[config.mk]
export PLATFORM = sky130hd
export DESIGN_NAME = sys_skew_feeder_flat
export DESIGN_NICKNAME = d
export VERILOG_FILES = /design/src/rtl/sys_skew_feeder_if.sv /design/src/rtl/sys_skew_feeder.sv /design/src/flat_wrapper.sv
export SDC_FILE = /design/constraint.sdc
export NUM_CORES = 1
export LEC_CHECK = 0
export ABC_AREA = 0
export BUFFER_PORTS_ARGS = -buffer_cell sky130_fd_sc_hd__clkbuf_2
export CAP_MARGIN = 20
export CELL_PAD_IN_SITES_DETAIL_PLACEMENT = 1
export CELL_PAD_IN_SITES_GLOBAL_PLACEMENT = 1
export CORE_MARGIN = 10
export CORE_UTILIZATION = 47
export CTS_BUF_LIST = sky130_fd_sc_hd__clkbuf_16
export CTS_CLUSTER_SIZE = 14
export DETAILED_ROUTE_END_ITERATION = 7
export GPL_TIMING_DRIVEN = 0
export HOLD_SLACK_MARGIN = 0.02
export PLACE_DENSITY_LB_ADDON = 0.25
export RECOVER_POWER = 50
export SLEW_MARGIN = 20
export SYNTH_ARGS = -nofsm -noshare
export SYNTH_HDL_FRONTEND = slang
export SYNTH_SLANG_ARGS = --single-unit
[constraint.sdc]
create_clock -name clk -period 2.4 [get_ports clk]
set_clock_uncertainty 0.05 [all_clocks]
set_input_delay 0.24 -clock clk [delete_from_list [all_inputs] [get_ports clk]]
set_output_delay 0.24 -clock clk [all_outputs]
set_load 0.1 [all_outputs]
[src/rtl/sys_skew_feeder_if.sv]
// sys_skew_feeder_if
// Bundles the SRAM load bus and the skewed feed bus of sys_skew_feeder.
//   wr_valid/wr_ready/wr_data : load word handshake (producer -> feeder)
//   feed_valid                : per-lane valid, bit i = lane i
//   data_2_sys/weight_2_sys   : lane i at [i*DATA_W +: DATA_W]
// Modports: master = load producer / array side, slave = the feeder.
interface sys_skew_feeder_if #(
  parameter int DATA_W  = 16,
  parameter int ARRAY_N = 4
);
  logic                      wr_valid;
  logic                      wr_ready;
  logic [DATA_W-1:0]         wr_data;
  logic [ARRAY_N-1:0]        feed_valid;
  logic [ARRAY_N*DATA_W-1:0] data_2_sys;
  logic [ARRAY_N*DATA_W-1:0] weight_2_sys;

  modport master (
    output wr_valid, wr_data,
    input  wr_ready, feed_valid, data_2_sys, weight_2_sys
  );

  modport slave (
    input  wr_valid, wr_data,
    output wr_ready, feed_valid, data_2_sys, weight_2_sys
  );
endinterface

[src/rtl/sys_skew_feeder.sv]
// sys_skew_feeder
// Serially loads ARRAY_N data lanes and ARRAY_N weight lanes (DEPTH words each)
// from the SRAM read bus, then feeds an ARRAY_N x ARRAY_N systolic array with
// diagonal skew: lane i starts i cycles after lane 0, zero padded outside its
// window.
// Ports:
//   clk, rst_n     clock (rising edge), asynchronous active-low reset
//   load_start     pulse, starts a load (IDLE only)
//   compute_start  pulse, starts a feed (LOADED only)
//   abort          synchronous abort, highest priority, returns to IDLE
//   bus            sys_skew_feeder_if.slave: load handshake + feed outputs
//   load_done      level, all 2*ARRAY_N*DEPTH words stored (LOADED)
//   feed_done      one-cycle pulse in the cycle after the last feed beat
//   busy           state != IDLE
//   word_cnt       words accepted in the current load
//   state_dbg      raw FSM state for observation
// Handshake: a load word transfers on a rising edge where wr_valid && wr_ready
// are both high; wr_ready is high exactly while in LOAD (combinational from the
// state register) and never depends on wr_valid.
module sys_skew_feeder #(
  parameter int DATA_W  = 16,
  parameter int ARRAY_N = 4,
  parameter int DEPTH   = 4,
  localparam int CNT_W  = $clog2(2*ARRAY_N*DEPTH+1)
) (
  input  logic             clk,
  input  logic             rst_n,
  input  logic             load_start,
  input  logic             compute_start,
  input  logic             abort,
  sys_skew_feeder_if.slave bus,
  output logic             load_done,
  output logic             feed_done,
  output logic             busy,
  output logic [CNT_W-1:0] word_cnt,
  output logic [1:0]       state_dbg
);

  localparam int TOTAL  = 2*ARRAY_N*DEPTH;
  localparam int AW     = $clog2(TOTAL);
  localparam int LAST_T = DEPTH + ARRAY_N - 2;
  // Counter must also hold LAST_T+1, the drain cycle after the final beat.
  localparam int T_W    = $clog2(DEPTH + ARRAY_N);

  typedef enum logic [1:0] {
    IDLE   = 2'd0,
    LOAD   = 2'd1,
    LOADED = 2'd2,
    FEED   = 2'd3
  } state_t;

  state_t                    state;
  logic [T_W-1:0]            t_cnt;
  logic [ARRAY_N-1:0]        valid_q;
  logic [ARRAY_N*DATA_W-1:0] data_q;
  logic [ARRAY_N*DATA_W-1:0] weight_q;
  logic                      feed_done_q;

  logic [ARRAY_N-1:0]        nxt_valid;
  logic [ARRAY_N*DATA_W-1:0] nxt_data;
  logic [ARRAY_N*DATA_W-1:0] nxt_weight;

  // Flat word store: beat k lands at index k, which is buffer k/DEPTH,
  // slot k%DEPTH. Data lanes occupy the first half, weight lanes the second.
  logic [DATA_W-1:0] buf_mem [TOTAL];

  logic beat;
  assign beat = (state == LOAD) && bus.wr_valid;

  assign bus.wr_ready     = (state == LOAD);
  assign bus.feed_valid   = valid_q;
  assign bus.data_2_sys   = data_q;
  assign bus.weight_2_sys = weight_q;
  assign load_done        = (state == LOADED);
  assign busy             = (state != IDLE);
  assign feed_done        = feed_done_q;
  assign state_dbg        = state;

  // Buffer has no reset; every slot is rewritten by each load.
  always_ff @(posedge clk) begin
    if (beat && !abort) begin
      buf_mem[word_cnt[AW-1:0]] <= bus.wr_data;
    end
  end

  // Skewed lane selection for the beat at t_cnt. Lane i is inside its window
  // when i <= t < i+DEPTH and then reads slot t-i.
  always_comb begin
    nxt_valid  = '0;
    nxt_data   = '0;
    nxt_weight = '0;
    for (int i = 0; i < ARRAY_N; i++) begin
      if ((int'(t_cnt) >= i) && (int'(t_cnt) < i + DEPTH)) begin
        nxt_valid[i] = 1'b1;
        nxt_data[i*DATA_W +: DATA_W] =
          buf_mem[AW'(i*DEPTH + int'(t_cnt) - i)];
        nxt_weight[i*DATA_W +: DATA_W] =
          buf_mem[AW'((ARRAY_N + i)*DEPTH + int'(t_cnt) - i)];
      end
    end
  end

  always_ff @(posedge clk or negedge rst_n) begin
    if (!rst_n) begin
      state       <= IDLE;
      word_cnt    <= '0;
      t_cnt       <= '0;
      valid_q     <= '0;
      data_q      <= '0;
      weight_q    <= '0;
      feed_done_q <= 1'b0;
    end else begin
      feed_done_q <= 1'b0;
      if (abort) begin
        state    <= IDLE;
        word_cnt <= '0;
        t_cnt    <= '0;
        valid_q  <= '0;
        data_q   <= '0;
        weight_q <= '0;
      end else begin
        case (state)
          IDLE: begin
            if (load_start) begin
              state    <= LOAD;
              word_cnt <= '0;
            end
          end
          LOAD: begin
            if (beat) begin
              word_cnt <= word_cnt + 1'b1;
              if (word_cnt == CNT_W'(TOTAL-1)) begin
                state <= LOADED;
              end
            end
          end
          LOADED: begin
            if (compute_start) begin
              state <= FEED;
              t_cnt <= '0;
            end
          end
          FEED: begin
            // The extra count after LAST_T clears the buses while raising
            // feed_done, so the final beat stays visible for a full cycle.
            if (t_cnt == T_W'(LAST_T + 1)) begin
              state       <= IDLE;
              t_cnt       <= '0;
              valid_q     <= '0;
              data_q      <= '0;
              weight_q    <= '0;
              feed_done_q <= 1'b1;
            end else begin
              valid_q  <= nxt_valid;
              data_q   <= nxt_data;
              weight_q <= nxt_weight;
              t_cnt    <= t_cnt + 1'b1;
            end
          end
          default: state <= IDLE;
        endcase
      end
    end
  end

endmodule

[src/flat_wrapper.sv]
// flat-port wrapper written by rule: the top's interface ports become plain ports
module sys_skew_feeder_flat 
#(
  parameter int DATA_W  = 16,
  parameter int ARRAY_N = 4,
  parameter int DEPTH   = 4,
  localparam int CNT_W  = $clog2(2*ARRAY_N*DEPTH+1)
)
  (clk, rst_n, load_start, compute_start, abort, load_done, feed_done, busy, word_cnt, state_dbg, bus_wr_valid, bus_wr_data, bus_wr_ready, bus_feed_valid, bus_data_2_sys, bus_weight_2_sys);
  sys_skew_feeder_if #(.DATA_W(DATA_W), .ARRAY_N(ARRAY_N)) bus_i ();
  input  logic clk;
  input  logic rst_n;
  input  logic load_start;
  input  logic compute_start;
  input  logic abort;
  output logic load_done;
  output logic feed_done;
  output logic busy;
  output logic [CNT_W-1:0] word_cnt;
  output logic [1:0] state_dbg;
  input wire logic [$bits(bus_i.wr_valid)-1:0] bus_wr_valid;
  input wire logic [$bits(bus_i.wr_data)-1:0] bus_wr_data;
  output wire logic [$bits(bus_i.wr_ready)-1:0] bus_wr_ready;
  output wire logic [$bits(bus_i.feed_valid)-1:0] bus_feed_valid;
  output wire logic [$bits(bus_i.data_2_sys)-1:0] bus_data_2_sys;
  output wire logic [$bits(bus_i.weight_2_sys)-1:0] bus_weight_2_sys;
  assign bus_i.wr_valid = bus_wr_valid;
  assign bus_i.wr_data = bus_wr_data;
  assign bus_wr_ready = bus_i.wr_ready;
  assign bus_feed_valid = bus_i.feed_valid;
  assign bus_data_2_sys = bus_i.data_2_sys;
  assign bus_weight_2_sys = bus_i.weight_2_sys;
  sys_skew_feeder #(.DATA_W(DATA_W), .ARRAY_N(ARRAY_N), .DEPTH(DEPTH)) u_core (.clk(clk), .rst_n(rst_n), .load_start(load_start), .compute_start(compute_start), .abort(abort), .bus(bus_i), .load_done(load_done), .feed_done(feed_done), .busy(busy), .word_cnt(word_cnt), .state_dbg(state_dbg));
endmodule
==> results of run 1 <==
## final timing paths
check,slack [ps],to,depth (start not counted)
hold reg to reg,430,u_core.bus.weight_2_sys[21],2
max in group asynchronous,490,u_core.bus.data_2_sys[6],3
min in group asynchronous,150,u_core.bus.weight_2_sys[48],2
hold / removal,110,u_core.state_dbg[0],3
setup / recovery,-60,u_core.bus.data_2_sys[27],10
setup reg to reg,-60,u_core.bus.data_2_sys[27],10
## per-layer routing
metal  wire length, µm  part of all wire, %
met1             35670                   39
met3              8713                  9.6
met4              3161                  3.5
met2             42920                   47
met5                31                0.034
## power groups by stage
stage	registers, mW	clock network, mW	logic (mW)
floorplan	13.2	0	1.70
global placement	12.7	0	3.18
detailed placement	12.7	0	3.26
CTS	12.5	10.4	3.51
global route	12.5	10.9	3.79
finish	12.5	10.3	3.64
## cells in the final DEF (no fill, tap or decap), types with 7 or more instances in the layout
master and n:
sky130_fd_sc_hd__edfxtp_1 512, sky130_fd_sc_hd__mux4_2 179, sky130_fd_sc_hd__nand2_1 166, sky130_fd_sc_hd__mux2i_1 139, sky130_fd_sc_hd__dfrtp_1 138, sky130_fd_sc_hd__clkbuf_2 103
sky130_fd_sc_hd__o21ai_0 94, sky130_fd_sc_hd__clkbuf_1 87, sky130_fd_sc_hd__clkbuf_16 77, sky130_fd_sc_hd__buf_4 51, sky130_fd_sc_hd__buf_12 47, sky130_fd_sc_hd__nor2_4 33
sky130_fd_sc_hd__a22o_1 32, sky130_fd_sc_hd__inv_1 26, sky130_fd_sc_hd__buf_6 24, sky130_fd_sc_hd__o21ai_1 24, sky130_fd_sc_hd__mux2_2 17, sky130_fd_sc_hd__clkinv_1 17
sky130_fd_sc_hd__o31ai_1 16, sky130_fd_sc_hd__o22ai_1 14, sky130_fd_sc_hd__ha_1 13, sky130_fd_sc_hd__buf_8 9, sky130_fd_sc_hd__buf_2 9, sky130_fd_sc_hd__and2_1 9
sky130_fd_sc_hd__a211oi_1 8, sky130_fd_sc_hd__nor2_1 7, sky130_fd_sc_hd__clkbuf_4 7, sky130_fd_sc_hd__mux2i_2 7, sky130_fd_sc_hd__clkinv_2 7
## through the flow
step	std cells	util (%)	hold WS [ps]	worst slack, ps	cell area, µm²
2_1_floorplan	1622	-	-105.6	-45.06	28460
3_3_place_gp	2559	51.16	413.0	-2262	30250
3_5_place_dp	2560	51.22	250.8	-1622	30290
4_1_cts	2743	57.24	96.76	-9.747	33840
5_1_grt	2762	57.98	138.4	-130.5	34280
6_report	2762	57.98	107.0	-61.77	34280
## cell families after synthesis
family / count (synthesis) / synth area share (%)
buf+inv: 116 / 2.269
xor+xnor: 5 / 0.3426
mux: 348 / 20.43
fa+ha+maj: 18 / 0.8008
simple gates: 252 / 3.657
compound gates: 227 / 5.023
flops: 656 / 67.48
## critical path: stages (launching register included)
cell and delay, ps:
sky130_fd_sc_hd__dfrtp_2 410, sky130_fd_sc_hd__buf_8 140, sky130_fd_sc_hd__clkinvlp_4 100, sky130_fd_sc_hd__clkbuf_16 170
sky130_fd_sc_hd__ha_4 330, sky130_fd_sc_hd__buf_12 150, sky130_fd_sc_hd__buf_12 140, sky130_fd_sc_hd__buf_12 140
sky130_fd_sc_hd__nand2_4 50, sky130_fd_sc_hd__a311oi_4 480, sky130_fd_sc_hd__o31ai_1 130
## what timing repair did
action,CTS,global route
endpoints found under the hold margin,68,0
hold buffers,2,0
cloned,2,2
buffers inserted,55,23
gates resized for setup,139,91
endpoints found under the setup margin,537,205
pin swaps,36,18
## sequential cells by signal, indices dropped and copies added, names as in the netlist
register,flops
u_core.t_cnt,3
u_core.feed_done,1
u_core.state_dbg,2
u_core.word_cnt,6
u_core.buf_mem,512
u_core.bus.feed_valid,4
u_core.bus.weight_2_sys,64
u_core.bus.data_2_sys,64
## cell type report
type	instances	area share, %
repair buffers	248	5.602
plain buffers	99	2.704
flip-flops and latches	656	55.39
clock inverters	51	0.9489
multi-input cells	850	27.04
inverters	12	0.1679
clock buffers	73	5.328
well taps	773	2.821
==> results summary, run 1 <==
After synthesis, the largest area contributor takes up 54.67% of total cell area. The area of the die came out at 70020 µm². The number of filler cells placed in the layout came out at 5293. TritonCTS built the clock tree.

The final worst slack is -61.77 ps. The smallest clock period supported by the final layout is computed as 2462 ps. The final-report hold violation count is 0. A synthesized cell averages 17.34 µm². sky130_fd_sc_hd__edfxtp_1 is the most common cell in the netlist. The arrival time at the worst endpoint came out at 2880 ps. In the synthesized netlist, the number of instances is 1622. Clock tree synthesis selected as its root buffer the cell sky130_fd_sc_hd__clkbuf_16. After detailed routing, the average wire length per cell comes to 32.76 µm. The final layout contains 1975 nets. The clock-pin slew on the worst setup and hold paths came out at 70 ps. The register area is 18990 µm².

The checks that failed: capacitance limit, slew limit, setup timing. The deepest clock path buffer count came out at 3. The number of global-route vias before repair came to 18040. The yosys synthesis warning count is 0. The path type of the worst setup path is register to register.

Clock latency on the worst-skew pair, taken at its later pin, is 610 ps. In this run, CTS created clock tree buffers numbering 68. The worst max-slew margin expressed relative to the limit is -43.90%. The total standard cell area after synthesis is 28120 µm².

The slew of the pin with the lowest slew margin came out at 2158 ps. The count of nets left with antenna violations once routing finished came out at 0. Once detailed placement completed, the half-perimeter wirelength came to 58590 µm.

The via count is 17390. The initial antenna violation count came out at 2. The reported max-cap violation count is 16. For this run, design rule violations remaining after detail routing come to 0. The startpoint identified for the worst hold timing path is compute_start. The number of synthesized flops with an enable pin came out at 512. The area added between synthesis and finish is 21.91%. The global-route usage over all layers is 25.65%.

The max-slew violation count came out at 528. The met1 usage in global routing is 34.23%. Of the total power, registers draw 47.2%. The setup total negative slack is -387.9 ps. The overflow left after global routing came out at 0.

The synthesized design spends more area on one cell type than any other, namely sky130_fd_sc_hd__edfxtp_1. Among all flip-flop cells after synthesis, the most frequent one is sky130_fd_sc_hd__edfxtp_1. The count of distinct cell types in the synthesized netlist came out at 39.

The flip-flop and latch count after synthesis is 656. The maximum fanout encountered on the critical timing path came out at 8. The flow ran to the end, but the final reports show violations. The startpoint identified for the worst register-to-register timing path is u_core.t_cnt[1]. By count the netlist is led by sky130_fd_sc_hd__edfxtp_1 (512), sky130_fd_sc_hd__mux4_2 (179), sky130_fd_sc_hd__nand2_1 (175). For the worst setup path, the data required time is 2820 ps. The repair_antennas step left the layout with diodes totalling 0. The wire length of the first global-routing pass is 130000 µm.

In this run the standard cell core region covers 59130 µm². The horizontal extent of the die is 264.6 µm. The net load switching power is 6.999 mW. Setup repair after global routing could not meet its margin everywhere. The final RePlAce weighted congestion is 0.8574. The share of total power dissipated in combinational logic is 13.8%. The post-route clock period utilization came out at 102.6%. The count of pins on the block boundary is 166. STA classifies the critical path startpoint as a register. The largest net degree at the start of global routing came out at 79. In the final layout, the multi-input gates occupy 9269 µm². The maximum level of the CTS H-tree is 3. In this run the worst setup path begins at u_core.t_cnt[1]. From bottom edge to top edge, the die measures 264.6 µm. The global-route met2 utilization is 40.63%. For this design the static power due to leakage is 11.81 nW. The count of standard-cell rows is 89. The starting DRC count in detailed routing came out at 1804. The detailed-router iteration count before antenna repair came out at 5. The number of nets in the synthesized netlist is 1662.

The portion of the post-synthesis area used by sequential elements is 67.48%. The internal power summed over all cells came out at 19.47 mW. The number of setup violations in the final report is 14.

The global routing stage identified its most utilized layer as met2. The tightest min-delay check is of the input pin to register type. The net switching share of the total power is 26.44%.

The post-route netlist has 32.98% of its cells at a drive strength greater than 1. The power density over cell area came out at 772.2 nW/µm². The number of sinks handled by clock tree synthesis is 656. The count of input and output buffers is 164.

The global routing met3 resource utilization came out at 6.342%. The maximum ir drop on the vdd rail is 0.9917 mV. The aggregate routed wire length came out at 90490 µm. Yosys attributes the largest share of cell area to sky130_fd_sc_hd__edfxtp_1 (55%), sky130_fd_sc_hd__mux4_2 (14%), sky130_fd_sc_hd__dfrtp_1 (13%), sky130_fd_sc_hd__mux2i_1 (5.4%), sky130_fd_sc_hd__nand2_1 (2.3%). Dividing the detail-routed via count by the number of cells gives 6.297. The part of the power in the clock network came out at 39.0%. The total power consumption of the routed design is 26.47 mW. The effective utilization at floorplan is 47.56%. STA classifies the critical path endpoint as a register. The highest attainable clock frequency is 0.4062 GHz. The async set or reset register ratio after synthesis came out at 21.95%.
No activity file was read; power rests on OpenSTA's default activity.
==> inputs of run 2 (changes only) <==
--- a/config.mk
+++ b/config.mk
@@ -11,7 +11,7 @@
 export CELL_PAD_IN_SITES_DETAIL_PLACEMENT = 1
 export CELL_PAD_IN_SITES_GLOBAL_PLACEMENT = 1
 export CORE_MARGIN = 10
-export CORE_UTILIZATION = 47
+export CORE_UTILIZATION = 52
 export CTS_BUF_LIST = sky130_fd_sc_hd__clkbuf_16
 export CTS_CLUSTER_SIZE = 14
 export DETAILED_ROUTE_END_ITERATION = 7
@@ -19,6 +19,7 @@
 export HOLD_SLACK_MARGIN = 0.02
 export PLACE_DENSITY_LB_ADDON = 0.25
 export RECOVER_POWER = 50
+export SKIP_CTS_REPAIR_TIMING = 1
 export SLEW_MARGIN = 20
 export SYNTH_ARGS = -nofsm -noshare
 export SYNTH_HDL_FRONTEND = slang
==> constraint.sdc (replaced) <==
create_clock -name clk -period 2.32 [get_ports clk]
set_clock_uncertainty 0.05 [all_clocks]
set_input_delay 0.232 -clock clk [delete_from_list [all_inputs] [get_ports clk]]
set_output_delay 0.232 -clock clk [all_outputs]
set_load 0.1 [all_outputs]
==> results summary, run 2 (synthesis results as in run 1) <==
The initial utilization of the core area, before any placement, comes to 52.36%. In the final routed layout, each cell accounts on average for 36.59 µm. STA puts the critical path data required time at 2750 ps. Setup slack on the worst reg-to-reg path comes out at -220 ps. The endpoint identified for the worst register-to-register timing path is u_core.bus.data_2_sys[18].

The max-slew violation count is 528. The horizontal extent of the die is 252.6 µm. The leakage power is 12.03 nW. The path class of the lowest-slack min-delay path is input pin to register. The reported max-cap violation count is 16. On the final layout, the worst hold slack is 48.84 ps. The area of the die is 63780 µm². At the pin with the least slew margin, the transition time is 2319 ps. The final worst slack came out at -220.9 ps. The reg-to-reg startpoint is u_core.t_cnt[0]. Clock-pin slew was measured on the worst setup and hold paths at 60 ps. The flow ran to the end, but the final reports show violations.

After global routing the overflow that remains totals 0. Data on the critical path arrives at its endpoint at 2970 ps. The area added between synthesis and finish came out at 22.09%. Across every metal layer, demand over resource in global routing totals 27.65%.

The root buffer cell is sky130_fd_sc_hd__clkbuf_16. The final reports fail on capacitance limit, slew limit, setup timing. The instance area at placement came out at 30200 µm².

The final critical-path required period is 2541 ps. The finished cells cover 34340 µm². The initial antenna violation count came out at 2.

The repair_antennas step left the layout with diodes totalling 0. The post-route clock period utilization is 109.5%. The worst setup path is captured at a register. The library cell used most frequently in the layout, excluding fill and tap cells, is sky130_fd_sc_hd__edfxtp_1. The worst-case IR drop observed on VDD is 1.209 mV.

The detailed-router iteration count before antenna repair is 5. After detailed routing, the number of remaining DRC violations is 0. The count of standard-cell rows is 85. The post-detailed-placement half-perimeter wirelength is 58110 µm. The final-report hold violation count was 0. The setup path with the least slack is of type register to register. The number of global-route vias before repair was 17900.

Clock tree synthesis inserted a total of 70 buffers. Before CTS, the worst setup slack after placement is -1437 ps. Leaving out fill and tap cells, the most frequent cells in the layout are sky130_fd_sc_hd__edfxtp_1 (512), sky130_fd_sc_hd__mux4_2 (179), sky130_fd_sc_hd__nand2_1 (166). The total core area came out at 53710 µm². TritonCTS built the clock tree. The maximum fanout encountered on the critical timing path came out at 10. The count of pins on the block boundary came out at 166. The count of input and output buffers came out at 164. For this design, the sink count on the clock tree is 656. Setup repair after global routing could not meet its margin everywhere. The proportion of layout cells with a drive suffix above 1 is 36.08%. The wire length of the first global-routing pass came out at 126500 µm.

The number of cells on the worst hold path came out at 4. The vertical die dimension is 252.6 µm. The deepest clock path buffer count came out at 3.

The highest attainable clock frequency came out at 0.3936 GHz. The aggregate routed wire length came out at 98170 µm. The number of setup violations in the final report came out at 65. The net count of the finished layout is 1975.

The path with the worst hold slack has its endpoint at u_core.t_cnt[1]. The worst setup path is launched from a register. The mean number of vias per cell came out at 6.797.

The number of cell instances on the worst register-to-register path came out at 8. The worst pin sits at a relative slew slack of -54.61%. Entering global routing, the biggest net connects 80 pins. The worst-skew pair later-pin latency is 630 ps.

The via count came out at 18240. The number of flip-flops in the largest register came out at 512. The maximum level of the CTS H-tree is 3. The setup total negative slack is -4809 ps. The power density over cell area came out at 801.4 nW/µm². The startpoint identified for the worst hold timing path is compute_start. The starting DRC count in detailed routing is 2507.

Tracing the worst setup path back leads to its startpoint at u_core.t_cnt[0]. The utilization after layout is 63.93%. The final RePlAce weighted congestion came out at 0.8872.

The number of nets still failing antenna checks after routing is 0.
-- run 2: cell types whose count changed in the layout (fill, tap and decap cells not counted), sizes merged --
cell,change
buf,+2
bufinv,-1
clkinv,+1
clkinvlp,-2
clkbuf,-6
inv,+4
-- run 2: worst max-delay path, cell delays in order, from the launching register on --
cell                       delay, ps
sky130_fd_sc_hd__dfrtp_2         430
sky130_fd_sc_hd__buf_8           130
sky130_fd_sc_hd__buf_4           160
sky130_fd_sc_hd__buf_6           210
sky130_fd_sc_hd__buf_6           220
sky130_fd_sc_hd__mux2i_1         490
sky130_fd_sc_hd__nand2_1         190
sky130_fd_sc_hd__a311oi_4        440
sky130_fd_sc_hd__o31ai_4         100
-- run 2: worst max path at each step --
| stage | endpoint | slack (ps) | cells after the start |
|---|---|---|---|
| floorplan | u_core.buf_mem[30][0] | -120 | 5 |
| global placement | u_core.state_dbg[0] | -2260 | 1 |
| detailed placement | u_core.bus.data_2_sys[28] | -1440 | 10 |
| CTS | u_core.bus.data_2_sys[28] | -1440 | 10 |
| global route | u_core.bus.data_2_sys[18] | -220 | 8 |
| finish | u_core.bus.data_2_sys[18] | -220 | 8 |
-- run 2: area by class of cell --
| class | count | area [µm²] |
|---|---|---|
| Buffer | 100 | 979.7 |
| Clock buffer | 71 | 1777 |
| Clock inverter | 53 | 307.8 |
| Fill cell | 4665 | 19370 |
| Inverter | 12 | 58.81 |
| Multi-Input combinational cell | 850 | 9403 |
| Sequential cell | 656 | 18990 |
| Tap cell | 696 | 870.8 |
| Timing Repair Buffer | 245 | 1948 |
-- run 2: per-stage QoR --
| stage | total power, mW | std cells |
|---|---|---|
| 3_3_place_gp | 16.42 | 2482 |
| 4_1_cts | 26.84 | 2607 |
| 3_5_place_dp | 16.51 | 2483 |
| 6_report | 27.52 | 2683 |
| 5_1_grt | 28.21 | 2683 |
| 2_1_floorplan | 15.44 | 1622 |
-- run 2: power breakdown --
part	internal [mW]	switching (mW)	total [mW]
registers	12.8	0.116	12.9
clock network	5.87	4.79	10.7
logic	1.27	2.65	3.91
total	20.0	7.55	27.5
-- run 2: per-layer routing --
metal  global-route usage [%]  part of all wire (%)  vias to the layer above  routed length, µm
met5                        0                 0.030                        -                 29
met4                    10.49                   4.6                        4               4554
met3                    6.929                    10                      263              10240
met2                    43.79                    49                     1300              47650
met1                    36.52                    36                     9588              35700
li1                         -                     -                     7082                  -
==> inputs of run 3 (changes only) <==
--- a/config.mk
+++ b/config.mk
@@ -17,6 +17,7 @@
 export DETAILED_ROUTE_END_ITERATION = 7
 export GPL_TIMING_DRIVEN = 0
 export HOLD_SLACK_MARGIN = 0.02
+export MAX_ROUTING_LAYER = met4
 export PLACE_DENSITY_LB_ADDON = 0.25
 export RECOVER_POWER = 50
 export SKIP_CTS_REPAIR_TIMING = 1
==> results summary, run 3 (synthesis results as in run 1) <==
The number of sinks handled by clock tree synthesis came out at 656. The number of cell instances on the worst register-to-register path came out at 10. The max-slew violation count is 528.

The arrival time at the worst endpoint came out at 3000 ps. The proportion of layout cells with a drive suffix above 1 is 36.53%. The post-detailed-placement half-perimeter wirelength is 58110 µm. The via count came out at 18390. The slew of the pin with the lowest slew margin came out at 2279 ps. The count of input and output buffers came out at 164.

The final RePlAce weighted congestion is 0.9002. The aggregate routed wire length came out at 98270 µm. The detailed-router iteration count before antenna repair came out at 5.

The deepest clock path buffer count is 3. For this run, the post-layout net count is 1981. The number of flip-flops in the largest register is 512. The path class of the lowest-slack min-delay path is input pin to register. Row generation in the floorplan step produced 85 rows.

Derived from the worst setup path, the maximum achievable clock frequency is 0.3911 GHz. The total power consumption of the routed design is 27.55 mW. The initial antenna violation count came out at 2. Using the TritonRoute via totals, the vias-per-cell ratio works out to 6.837. On the final layout, the worst hold slack is 29.45 ps. The number of remaining DRC errors is 0. The number of nets still failing antenna checks after routing is 0. The post-route clock period utilization came out at 110.2%.

The number of global-route vias before repair is 17880. The area added between synthesis and finish came out at 22.49%. The worst max-slew margin expressed relative to the limit is -51.91%. TritonCTS built the clock tree. The maximum fanout encountered on the critical timing path is 10. The checks that failed: capacitance limit, slew limit, setup timing. The effective utilization at floorplan came out at 52.36%.

The largest net degree at the start of global routing is 80. The starting DRC count in detailed routing is 2861. The longest individual stage delay on the worst path is 390 ps.

The worst setup path is launched from a register. After detailed routing, the met3 layer carries 9628 µm of wire. The flow ran to the end, but the final reports show violations. The total met2 wirelength after detailed routing is 48220 µm. The setup slack after placement came out at -1437 ps. The number of cells on the worst hold path came out at 4.

The library cell used most frequently in the layout, excluding fill and tap cells, is sky130_fd_sc_hd__edfxtp_1. The worst setup path is captured at a register. The most numerous cell type found on the critical path is sky130_fd_sc_hd__buf_12. The utilization after layout came out at 64.14%.

The global-route usage over all layers came out at 28.49%. The reported max-cap violation count came out at 16. The critical path required time is 2760 ps. The slowest stage of the critical path is the sky130_fd_sc_hd__dfrtp_2 cell.

The area of the die is 63780 µm². The clock-pin slew on the worst setup and hold paths came out at 60 ps. The number of setup violations in the final report came out at 58. The vertical die dimension came out at 252.6 µm. The met1 layer wirelength in the final routing is 36310 µm. The worst-skew pair later-pin latency came out at 620 ps. The signal on the critical path passes through buf_12, clkinvlp_4, buf_12, ha_4, xnor2_4, buf_12, buf_6, mux2i_1, o22ai_1, o31ai_1. The maximum ir drop on the vdd rail is 1.200 mV. Leaving out fill and tap cells, the most frequent cells in the layout are sky130_fd_sc_hd__edfxtp_1 (512), sky130_fd_sc_hd__mux4_2 (179), sky130_fd_sc_hd__nand2_1 (165).

The maximum level of the CTS H-tree is 3. The power density over cell area is 799.8 nW/µm². The path type of the worst setup path is register to register. The count of pins on the block boundary is 166. Across all setup checks in the final design, the least slack found is -237.1 ps. The wire length of the first global-routing pass came out at 126600 µm. The final critical-path required period came out at 2557 ps. The final-report hold violation count came out at 0. The highest metal layer carrying signal wires in the routed design is met4.

The analysis attributes to cell leakage a power of 12.10 nW. Setup repair after global routing could not meet its margin everywhere. The CTS buffer count is 70.

The tree is rooted in a sky130_fd_sc_hd__clkbuf_16. The total area inside the core boundary comes to 53710 µm². In the final routed layout, each cell accounts on average for 36.53 µm. The horizontal extent of the die is 252.6 µm. The overflow left after global routing came out at 0.

In the final timing run, aggregate negative setup slack is -5448 ps.
[run 3: worst max-delay path, delay by kind of cell (launching register included)]
family	cells	cell delay [ps]
compound gates	2	470
flops	1	390
xor+xnor	1	170
buf+inv	5	790
mux	1	380
fa+ha+maj	1	170
[run 3: final timing paths]
| kind | slack (ps) | from | to |
|---|---|---|---|
| hold reg to reg | 430 | u_core.bus.weight_2_sys[24] | u_core.bus.weight_2_sys[24] |
| setup / recovery | -240 | u_core.t_cnt[1] | u_core.bus.data_2_sys[31] |
| setup reg to reg | -240 | u_core.t_cnt[1] | u_core.bus.data_2_sys[31] |
| hold / removal | 30 | compute_start | u_core.t_cnt[1] |
| min in group asynchronous | 370 | rst_n | u_core.feed_done |
| max in group asynchronous | 520 | rst_n | u_core.bus.data_2_sys[53] |
[run 3: routing by layer]
layer | up-vias | global-route usage, %
met5 | - | -
met4 | 0 | 10.26
met3 | 258 | 6.724
met2 | 1279 | 43.86
met1 | 9747 | 36.76
li1 | 7108 | -
[run 3: where the power goes]
group	leakage, nW	switching [mW]	internal (mW)
Combinational	4.39	2.65	1.29
Sequential	6.60	0.117	12.8
Clock	1.11	4.79	5.88
[run 3: stage by stage]
stage | cell area (µm²) | instances
floorplan | 28480 | 1622
global route | 34450 | 2690
global placement | 30170 | 2482
CTS | 32290 | 2607
detailed placement | 30200 | 2483
finish | 34450 | 2690
[run 3: area by class of cell]
type / count / area, µm²
timing repair buffer: 250 / 2039
tap: 696 / 870.8
fill: 4635 / 19260
buffer: 101 / 982.2
clock inverter: 53 / 307.8
antenna: 1 / 2.502
clock buffer: 71 / 1777
multi-input combinational: 850 / 9418
inverter: 12 / 58.81
sequential: 656 / 18990
